File: src/rtl/build_keys_stream.sv
// Prefix-doubling sort-key generator: streams {i, bucket[i], bucket[i+offset]}
// one key per handshake, with linear (padded) or cyclic (rotation) second symbol.
module build_keys_stream #(
  parameter int unsigned       STRING_LEN = 8,
  parameter int unsigned       SYM_W      = 8,
  parameter int unsigned       IDX_W      = 8,
  parameter logic [SYM_W-1:0]  PAD_SYM    = '0
) (
  input  logic                          clk,
  input  logic                          rst,
  input  logic                          start,
  input  logic                          cyclic,
  input  logic [IDX_W-1:0]              offset,
  input  logic [STRING_LEN*SYM_W-1:0]   buckets,
  output logic                          key_valid,
  input  logic                          key_ready,
  output logic [IDX_W+2*SYM_W-1:0]      key_data,
  output logic                          key_last,
  output logic                          busy,
  output logic                          done
);

  localparam int unsigned JW = IDX_W + 1;
  localparam logic [JW-1:0]    LEN_J    = JW'(STRING_LEN);
  localparam logic [IDX_W-1:0] LAST_IDX = IDX_W'(STRING_LEN - 1);

  typedef enum logic [1:0] {S_IDLE, S_REDUCE, S_EMIT, S_DONE} state_t;

  state_t            state;
  logic [IDX_W-1:0]  counter;
  logic [IDX_W-1:0]  offset_q;
  logic              cyclic_q;

  // Select one rank from the flat vector; out-of-range indices yield zero.
  function automatic logic [SYM_W-1:0] pick(input logic [JW-1:0] idx,
                                             input logic [STRING_LEN*SYM_W-1:0] vec);
    logic [SYM_W-1:0] val;
    val = '0;
    for (int unsigned k = 0; k < STRING_LEN; k++) begin
      if (idx == JW'(k)) val = vec[k*SYM_W +: SYM_W];
    end
    return val;
  endfunction

  logic [JW-1:0]     j_c;
  logic [JW-1:0]     reduced_c;
  logic [SYM_W-1:0]  first_c;
  logic [SYM_W-1:0]  second_c;

  always_comb begin
    j_c       = {1'b0, counter} + {1'b0, offset_q};
    reduced_c = {1'b0, offset_q} - LEN_J;
    first_c   = pick({1'b0, counter}, buckets);
    second_c  = PAD_SYM;
    if (j_c < LEN_J)   second_c = pick(j_c, buckets);
    else if (cyclic_q) second_c = pick(j_c - LEN_J, buckets);
  end

  // Key is only meaningful while valid; zero otherwise so reset/idle read clean.
  assign key_data = key_valid ? {counter, first_c, second_c} : '0;

  always_ff @(posedge clk) begin
    if (rst) begin
      state     <= S_IDLE;
      counter   <= '0;
      offset_q  <= '0;
      cyclic_q  <= 1'b0;
      key_valid <= 1'b0;
      key_last  <= 1'b0;
      busy      <= 1'b0;
      done      <= 1'b0;
    end else begin
      case (state)
        S_IDLE: begin
          done <= 1'b0;
          if (start) begin
            offset_q <= offset;
            cyclic_q <= cyclic;
            counter  <= '0;
            busy     <= 1'b1;
            key_last <= 1'b0;
            if (cyclic && ({1'b0, offset} >= LEN_J)) begin
              state <= S_REDUCE;
            end else begin
              state     <= S_EMIT;
              key_valid <= 1'b1;
            end
          end
        end
        S_REDUCE: begin
          offset_q <= reduced_c[IDX_W-1:0];
          if (reduced_c < LEN_J) begin
            state     <= S_EMIT;
            key_valid <= 1'b1;
            key_last  <= 1'b0;
          end
        end
        S_EMIT: begin
          if (key_ready) begin
            counter <= counter + IDX_W'(1);
            if (counter == LAST_IDX) begin
              state     <= S_DONE;
              key_valid <= 1'b0;
              key_last  <= 1'b0;
              done      <= 1'b1;
            end else begin
              key_last <= ((counter + IDX_W'(1)) == LAST_IDX);
            end
          end
        end
        S_DONE: begin
          done  <= 1'b0;
          busy  <= 1'b0;
          state <= S_IDLE;
        end
        default: state <= S_IDLE;
      endcase
    end
  end

endmodule

File: config.mk
export PLATFORM = sky130hd
export DESIGN_NAME = build_keys_stream
export DESIGN_NICKNAME = d
export VERILOG_FILES = /design/src/rtl/build_keys_stream.sv
export SDC_FILE = /design/constraint.sdc
export NUM_CORES = 1
export LEC_CHECK = 0
export ABC_AREA = 1
export BUFFER_PORTS_ARGS = -buffer_cell sky130_fd_sc_hd__buf_2
export CORE_MARGIN = 3
export CORE_UTILIZATION = 50
export CTS_CLUSTER_DIAMETER = 200
export DETAILED_ROUTE_END_ITERATION = 10
export GPL_TIMING_DRIVEN = 0
export PLACE_DENSITY = 0.84
export SYNTH_ARGS = -nofsm -noshare
export SYNTH_HDL_FRONTEND = slang
export SYNTH_SLANG_ARGS = --single-unit
File: constraint.sdc
create_clock -name clk -period 3.82 [get_ports clk]
set_input_delay 0.573 -clock clk [delete_from_list [all_inputs] [get_ports clk]]
set_output_delay 0.573 -clock clk [all_outputs]
set_load 0.005 [all_outputs]
==> results of run 1 <==
## worst max-delay path, stage by stage, from the launching register on
cell and delay [ps]:
dfxtp_4 370, ha_4 130, inv_2 30, fa_2 340
inv_2 80, nand3_2 80, nand2_4 110, xnor2_2 70
ha_2 320, nand3_2 80, nor2_2 150, nand3_4 190
nor2_4 150, nand2_4 100, nor2_8 110, inv_4 60
or2_0 200, nand2_1 100, nand3_1 90, nand2_1 70
a21oi_1 60, buf_2 150
## path summary, 6_finish.rpt
kind / cells after the start / endpoint / slack [ps] / start
setup / recovery: 21 / key_data[0] / -50 / offset_q[0]$_SDFFE_PP0P_
hold / removal: 2 / counter[4]$_SDFFE_PP0P_ / 510 / counter[4]$_SDFFE_PP0P_
setup reg to reg: 10 / key_last$_SDFFE_PP0P_ / 1760 / counter[0]$_SDFFE_PP0P_
hold reg to reg: 2 / counter[4]$_SDFFE_PP0P_ / 510 / counter[4]$_SDFFE_PP0P_
## flip-flops by register name, indices dropped and copies added, names as in the netlist
| register | count |
|---|---|
| offset_q | 8 |
| done | 1 |
| busy | 1 |
| key_valid | 1 |
| counter | 8 |
| state | 2 |
| key_last | 1 |
| cyclic_q | 1 |
## layer usage
metal  vias to the layer above  track usage [%]  wire length [µm]
met5                         -                0                 0
met4                         0             7.46               371
met3                        58             3.96              1510
met2                       346             45.7              6700
met1                      2515             39.1              6330
li1                       2782                -                 -
## cells in the mapped netlist, drive strengths merged (7+ instances only)
cell type	n	area share [%]
o21ai	59	6.9
clkbuf	10	0.88
dfxtp	23	11
a21oi	51	6.0
inv	153	13
o211ai	8	1.4
nor2	63	6.9
ha	20	5.9
o31ai	9	1.6
nand4	14	2.6
xor2	7	1.9
nand3	86	11
nand2	189	18
o21bai	9	1.6
nor3	25	3.2
buf	7	1.5
## logic make-up after synthesis
family,Yosys count,share of synthesized area [%]
XOR/XNOR,11,2.69
buffers and inverters,170,15.8
AO/OA/AOI/OAI,161,21.9
flip-flops,23,10.8
adder cells (fa/ha/maj),21,6.32
AND/OR/NAND/NOR,384,42.4
## metrics by stage
step | utilization [%] | total power [mW] | setup TNS [ps] | hold slack (ps) | instances
global route | 66.0 | 2.99 | -1490 | 541 | 1001
finish | 66.0 | 2.78 | -350 | 505 | 1001
CTS | 62.5 | 2.52 | -788 | 503 | 996
floorplan | - | 1.75 | 0 | 449 | 770
detailed placement | 59.6 | 2.27 | -1110 | 482 | 978
global placement | 59.6 | 2.24 | -744 | 475 | 978
## final cells by class
class / count / area share [%]
Multi-Input combinational cell: 577 / 62.8
Tap cell: 105 / 2.41
Inverter: 153 / 10.7
Clock buffer: 3 / 0.758
Timing Repair Buffer: 122 / 12.5
Sequential cell: 23 / 8.84
Clock inverter: 1 / 0.0919
Buffer: 17 / 1.95
## power breakdown
| group | switching, mW | leakage, nW | total (mW) | internal [mW] |
|---|---|---|---|---|
| combinational | 1.46 | 2.66 | 2.25 | 0.792 |
| sequential | 0.0746 | 0.194 | 0.378 | 0.304 |
| clock | 0.0780 | 0.0255 | 0.151 | 0.0728 |
## timing repair
action | in CTS | in global routing
setup endpoints to repair | 8 | 15
buffers inserted | 13 | 5
hold buffers | 0 | 0
resized for setup | 28 | 63
pin swaps | 12 | 26
gates cloned | 1 | 0
## cell usage in the layout (no fill, tap or decap), types with 4 or more instances in the layout
cell      count
dfxtp_1      14
inv_2        10
nand3_1      67
nor2_2        5
o21ai_1       8
nor3_1       19
nand3_2      18
buf_4        19
ha_2          4
o31ai_1       9
nand2_2       8
a31oi_1       6
buf_2       105
a221oi_1      5
nand2_1     173
ha_1         14
clkbuf_1      8
o21ai_0      50
nand4_1      10
o211ai_1      8
nor3_2        5
nor2_4        6
nor2_1       50
inv_1       140
a211oi_1      5
a21oi_1      47
buf_6         4
o21bai_1      7
nand2_4       8
dfxtp_4       4
xor2_1        6
dfxtp_2       5
==> summary.txt, run 1 <==
Floorplanning
  • Core Area: just over 8000 µm²
  • Top-level I/O count: 105
  • Die ar.: around 9700 µm²
  • Die X: around 98 µm
  • FP Rows: 33
  • Initial Util: 51.8%
  • Die Span Y: between 90 and 100 µm

Layout
  • Fillers: about 760
  • Cell area after layout: about 5400 µm²
  • # diodes: 0
  • Layout cells sized above 1: between 20% and 30%
  • Final #Nets: about 1000
  • P&R area growth vs syn: 27.4%
  • Multi-input logic area: ~3400 µm²
  • Storage cell area: 482 µm²

Clock network
  • CTS tree: built
  • Total CTS buffers: 3
  • Worst-Skew Late Latency: approximately 260 ps
  • Htree depth: 1
  • Clk slew on worst S/H paths: 80 ps
  • Clock root buffer: clkbuf_8
  • # clock sinks: 23
  • Clock buffer depth: 2

Critical path
  • Req. time, crit path: approximately 3300 ps
  • Max FO, Critical Path: 7
  • Critical Path AT: between 3000 and 4000 ps
  • CP startpoint kind: flip-flop
  • WS Path Type: reg -> out
  • Crit. End Element: primary output

GRT
  • Largest net degree at the start of global routing: 14
  • Antenna violations before repair: 0
  • Gr usage total: between 20 and 30%
  • Vias in the first global route: roughly 4900
  • Grt total ovfl: 0
  • Global-route wire length before repair: around 23000 µm

STA
  • Final setup margin: -50.6 ps
  • Hold Vio Cnt, Final: 0
  • Crit share post-route: 101%
  • # setup viols final: 8
  • RSZ-0062 raised after global routing: true
  • F_max: roughly 260 MHz
  • Max Slew Vio Count: 0
  • Worst-Margin Slew: 924 ps
  • Min cycle time layout: ~3900 ps
  • Slew HR: 37.9%
  • Clk_skew: around 5.0 ps

Hold path
  • Hold crit path type: reg -> reg

Synthesis
  • Cells after synthesis: slightly below 800
  • Synth unique cells: 47
  • Synthesized area: 4270 µm²
  • Yosys reg bits: 23
  • Post-Syn Nets: 868
  • Syn. warnings: 0
  • Post-synthesis sequential area ratio: between 10% and 20%
  • Mean Syn Cell Area: about 5.6 µm²
  • Async set-reset flop share out of synthesis: 0%
  • Main synth FF type: dfxtp_1
  • Post-synth EDFFs: 0

Placement
  • Placed instance area: just under 5000 µm²
  • PortBufs: between 100 and 150
  • Post-detail-place hpwl: roughly 11000 µm
  • Dpl ws: -170 ps
  • Routability-driven placement congestion ratio: roughly 1.0

Flow run
  • Max_cap viols: 0

Status
  • Status: complete, but fails checks
  • Violated checks: negative setup slack

Power and ir drop
  • P_leak: just under 3 nW
  • Peak supply drop: 0.467 mV
  • Power Density: 511 nW/µm²

Route
  • DRC: 0
  • Post-route ant nets: 0
  • Pre-antenna DRT Iters: 6
  • Vias: 5701
  • Post-DR wirelength/cell: about 15 µm
  • Initial DRC Count: around 690
  • DR vias/cell: 5.70
  • Routed WL: around 15000 µm
Power figures use the tool's default switching activity.
==> run 2, diff against run 1 <==
Settings changed: CTS_BUF_LIST set to sky130_fd_sc_hd__clkbuf_2.
==> run 2 against run 1 <==
The flow still finishes with violations (negative setup slack). Fmax fell by 4.9%. Sequential power about the same. Clock-buffer cell count unchanged. Clock power is 33% lower. Non-clock buffer count is 7 higher. Critical path type unchanged.
==> summary.txt, run 2 (synthesis results as in run 1) <==
Status
  • Status: complete, but fails checks
  • Violated checks: negative setup slack

Clock network
  • Clk slew on worst S/H paths: 220 ps (+140 ps)
  • CTS tree: built
  • # clock sinks: 23 (unchanged)
  • Total CTS buffers: 3 (unchanged)
  • Clock buffer depth: 2 (unchanged)
  • Clock root buffer: clkbuf_2
  • Post-CTS Hold Buffers: 0 (unchanged)
  • Htree depth: 1 (unchanged)
  • Worst-Skew Late Latency: 340 ps (+80 ps)

Power and ir drop
  • Peak supply drop: 0.380 mV (-19%)
  • Switching power total: 1.65 mW (+2.0%)
  • P_leak: 2.93 nW (+1.7%)
  • Int Pwr: 1.16 mW (-0.83%)
  • Seq pwr share: 13.4% (-0.2 points)
  • Pwr Total: 2.80 mW (+0.78%)
  • Switching part of the total power: 58.7% (+0.67 points)
  • Combinational fraction of design power: 83.0% (+2.0 points)
  • Clock power share: 3.6% (-1.8 points)
  • Power Density: 509 nW/µm² (-0.34%)

STA
  • Clk_skew: 2.13 ps (-2.92 ps)
  • Final setup margin: -248 ps (-198 ps)
  • RSZ-0062 raised after global routing: true
  • Worst-Margin Slew: 909 ps (-15.9 ps)
  • F_max: 246 MHz (-4.9%)
  • Min cycle time layout: 4070 ps (+198 ps)
  • Slew HR: 39.2% (+1.3 points)
  • Max Slew Vio Count: 0 (unchanged)
  • # setup viols final: 8 (unchanged)
  • Crit share post-route: 107% (+5.2 points)
  • Total negative slack: -1730 ps (-1380 ps)
  • Hold Vio Cnt, Final: 0 (unchanged)

Critical path
  • Worst path most repeated cell: nand2_1
  • Crit path largest cell delay: 390 ps (+20 ps)
  • Top delay family on crit path: simple AND/OR/NAND/NOR gates
  • Req. time, crit path: 3250 ps (about the same)
  • Crit-path slowest cell: dfxtp_4
  • WS Path Type: reg -> out
  • Max FO, Critical Path: 8 (+1)
  • Critical Path AT: 3500 ps (+200 ps)
  • CP startpoint kind: flip-flop
  • Crit path cell chain: buf_4 > ha_1 > nand2_1 > nand2_1 > nand2_2 > xor2_4 > buf_4 > buf_4 > nand2_2 > nor3_1 > nand2_4 > nor3_1 > nor3_2 > nand3_1 > o21bai_1 > nand2_1 > nand2_1 > a21oi_2 > buf_2
  • Crit. End Element: primary output
  • Crit path buf inv count: 4 (unchanged)

Route
  • Post-DR wirelength/cell: 15.4 µm (+3.1%)
  • Initial DRC Count: 591 (-14%)
  • DRC: 0 (unchanged)
  • Max Used Layer: met4
  • DR vias/cell: 5.73 (+0.61%)
  • Post-route ant nets: 0 (unchanged)
  • Pre-antenna DRT Iters: 6 (unchanged)
  • M1 WL: 6310 µm (-0.33%)
  • Routed WL: 15500 µm (+3.8%)
  • Routed wl met3: 1650 µm (+9.4%)
  • Vias: 5776 (+1.3%)
  • WL met2: 6970 µm (+4.0%)

Floorplanning
  • Die Span Y: 98.5 µm (unchanged)
  • Initial Util: 51.8% (unchanged)
  • Die ar.: 9690 µm² (unchanged)
  • FP Rows: 33 (unchanged)
  • Top-level I/O count: 105 (unchanged)
  • Core Area: 8260 µm² (unchanged)
  • Die X: 98.5 µm (unchanged)

Layout
  • Storage cell area: 479 µm² (-0.52%)
  • Layout Utilization: 66.7% (+0.74 points)
  • Commonest non-fill, non-tap cell in the layout: nand2_1
  • Biggest regs: counter x8, offset_q x8, state x2
  • Final #Nets: 1002 (+0.70%)
  • Cell area after layout: 5510 µm² (+1.1%)
  • Fillers: 752 (-1.3%)
  • Layout cells sized above 1: 27.4% (+1.2 points)
  • Multi-input logic area: 3450 µm² (+0.95%)
  • Non-Filler Instances: 1008 (+0.70%)
  • P&R area growth vs syn: 28.9%
  • Commonest non-fill, non-tap cells in the layout: nand2_1, inv_1, buf_2
  • # diodes: 0 (unchanged)

GRT
  • Global-route wire length before repair: 23300 µm (+0.50%)
  • Gr usage total: 28.3% (+0.21 points)
  • Grt total ovfl: 0 (unchanged)
  • Antenna violations before repair: 0 (unchanged)
  • Vias in the first global route: 4982 (+0.77%)
  • Largest net degree at the start of global routing: 14 (unchanged)

Placement
  • Routability-driven placement congestion ratio: 1.02 (unchanged)
  • PortBufs: 103 (unchanged)
  • Placed cell count: 978 (unchanged)
  • Placed instance area: 4920 µm² (unchanged)
  • Post-detail-place hpwl: 11400 µm (unchanged)

Flow run
  • Max_cap viols: 0 (unchanged)

Hold path
  • Hold crit path type: in -> reg
==> run 2: final cells by class <==
| cell class | count | area share (%) |
|---|---|---|
| clock inverter | 1 | 0.0909 |
| tap | 105 | 2.39 |
| timing repair buffer | 129 | 13.4 |
| sequential | 23 | 8.70 |
| buffer | 17 | 1.98 |
| multi-input combinational | 577 | 62.7 |
| clock buffer | 3 | 0.273 |
| inverter | 153 | 10.6 |
==> run 2: per-stage QoR <==
step           worst slack, ps  hold slack, ps
3_5_place_dp              -170             482
2_1_floorplan              411             449
6_report                  -248             465
4_1_cts                   -216             453
5_1_grt                   -359             453
3_3_place_gp              -120             475
==> run 2: routing by layer <==
| metal | GRT usage (%) | vias up |
|---|---|---|
| met5 | 0 | - |
| met1 | 39.5 | 2526 |
| met4 | 7.35 | 0 |
| met3 | 3.11 | 74 |
| met2 | 46.6 | 382 |
| li1 | - | 2794 |
==> run 2: worst reg2reg max path, delay by kind of cell (launching register included) <==
kind | cells | cell delay (ps)
and+or+nand+nor | 5 | 880
adders and majority gates | 1 | 220
DFF | 1 | 390
AOI/OAI and AO/OA | 2 | 300
buffers and inverters | 3 | 360
==> run 2: worst paths after layout <==
check                           slack, ps                startpoint  cells after the start                       end
worst max-delay path                 -250   counter[1]$_SDFFE_PP0P_                     19               key_data[7]
worst min register to register        520  offset_q[2]$_SDFFE_PP0P_                      2  offset_q[2]$_SDFFE_PP0P_
worst max register to register       1630   counter[1]$_SDFFE_PP0P_                     11     key_last$_SDFFE_PP0P_
worst min-delay path                  470                 offset[3]                      3  offset_q[3]$_SDFFE_PP0P_
==> run 2: repair_timing <==
action / CTS / global route
gates cloned: 1 / 0
setup buffers: 16 / 9
pin swaps: 13 / 26
hold endpoints to repair: 0 / 0
gates resized for setup: 30 / 70
setup endpoints to repair: 9 / 14
==> run 2: power by group through the flow <==
stage,Combinational [mW],Clock (mW),Sequential (mW)
floorplan,1.40,0,0.350
global placement,1.87,0,0.373
detailed placement,1.89,0,0.375
CTS,2.00,0.102,0.372
global route,2.52,0.111,0.385
finish,2.33,0.101,0.376
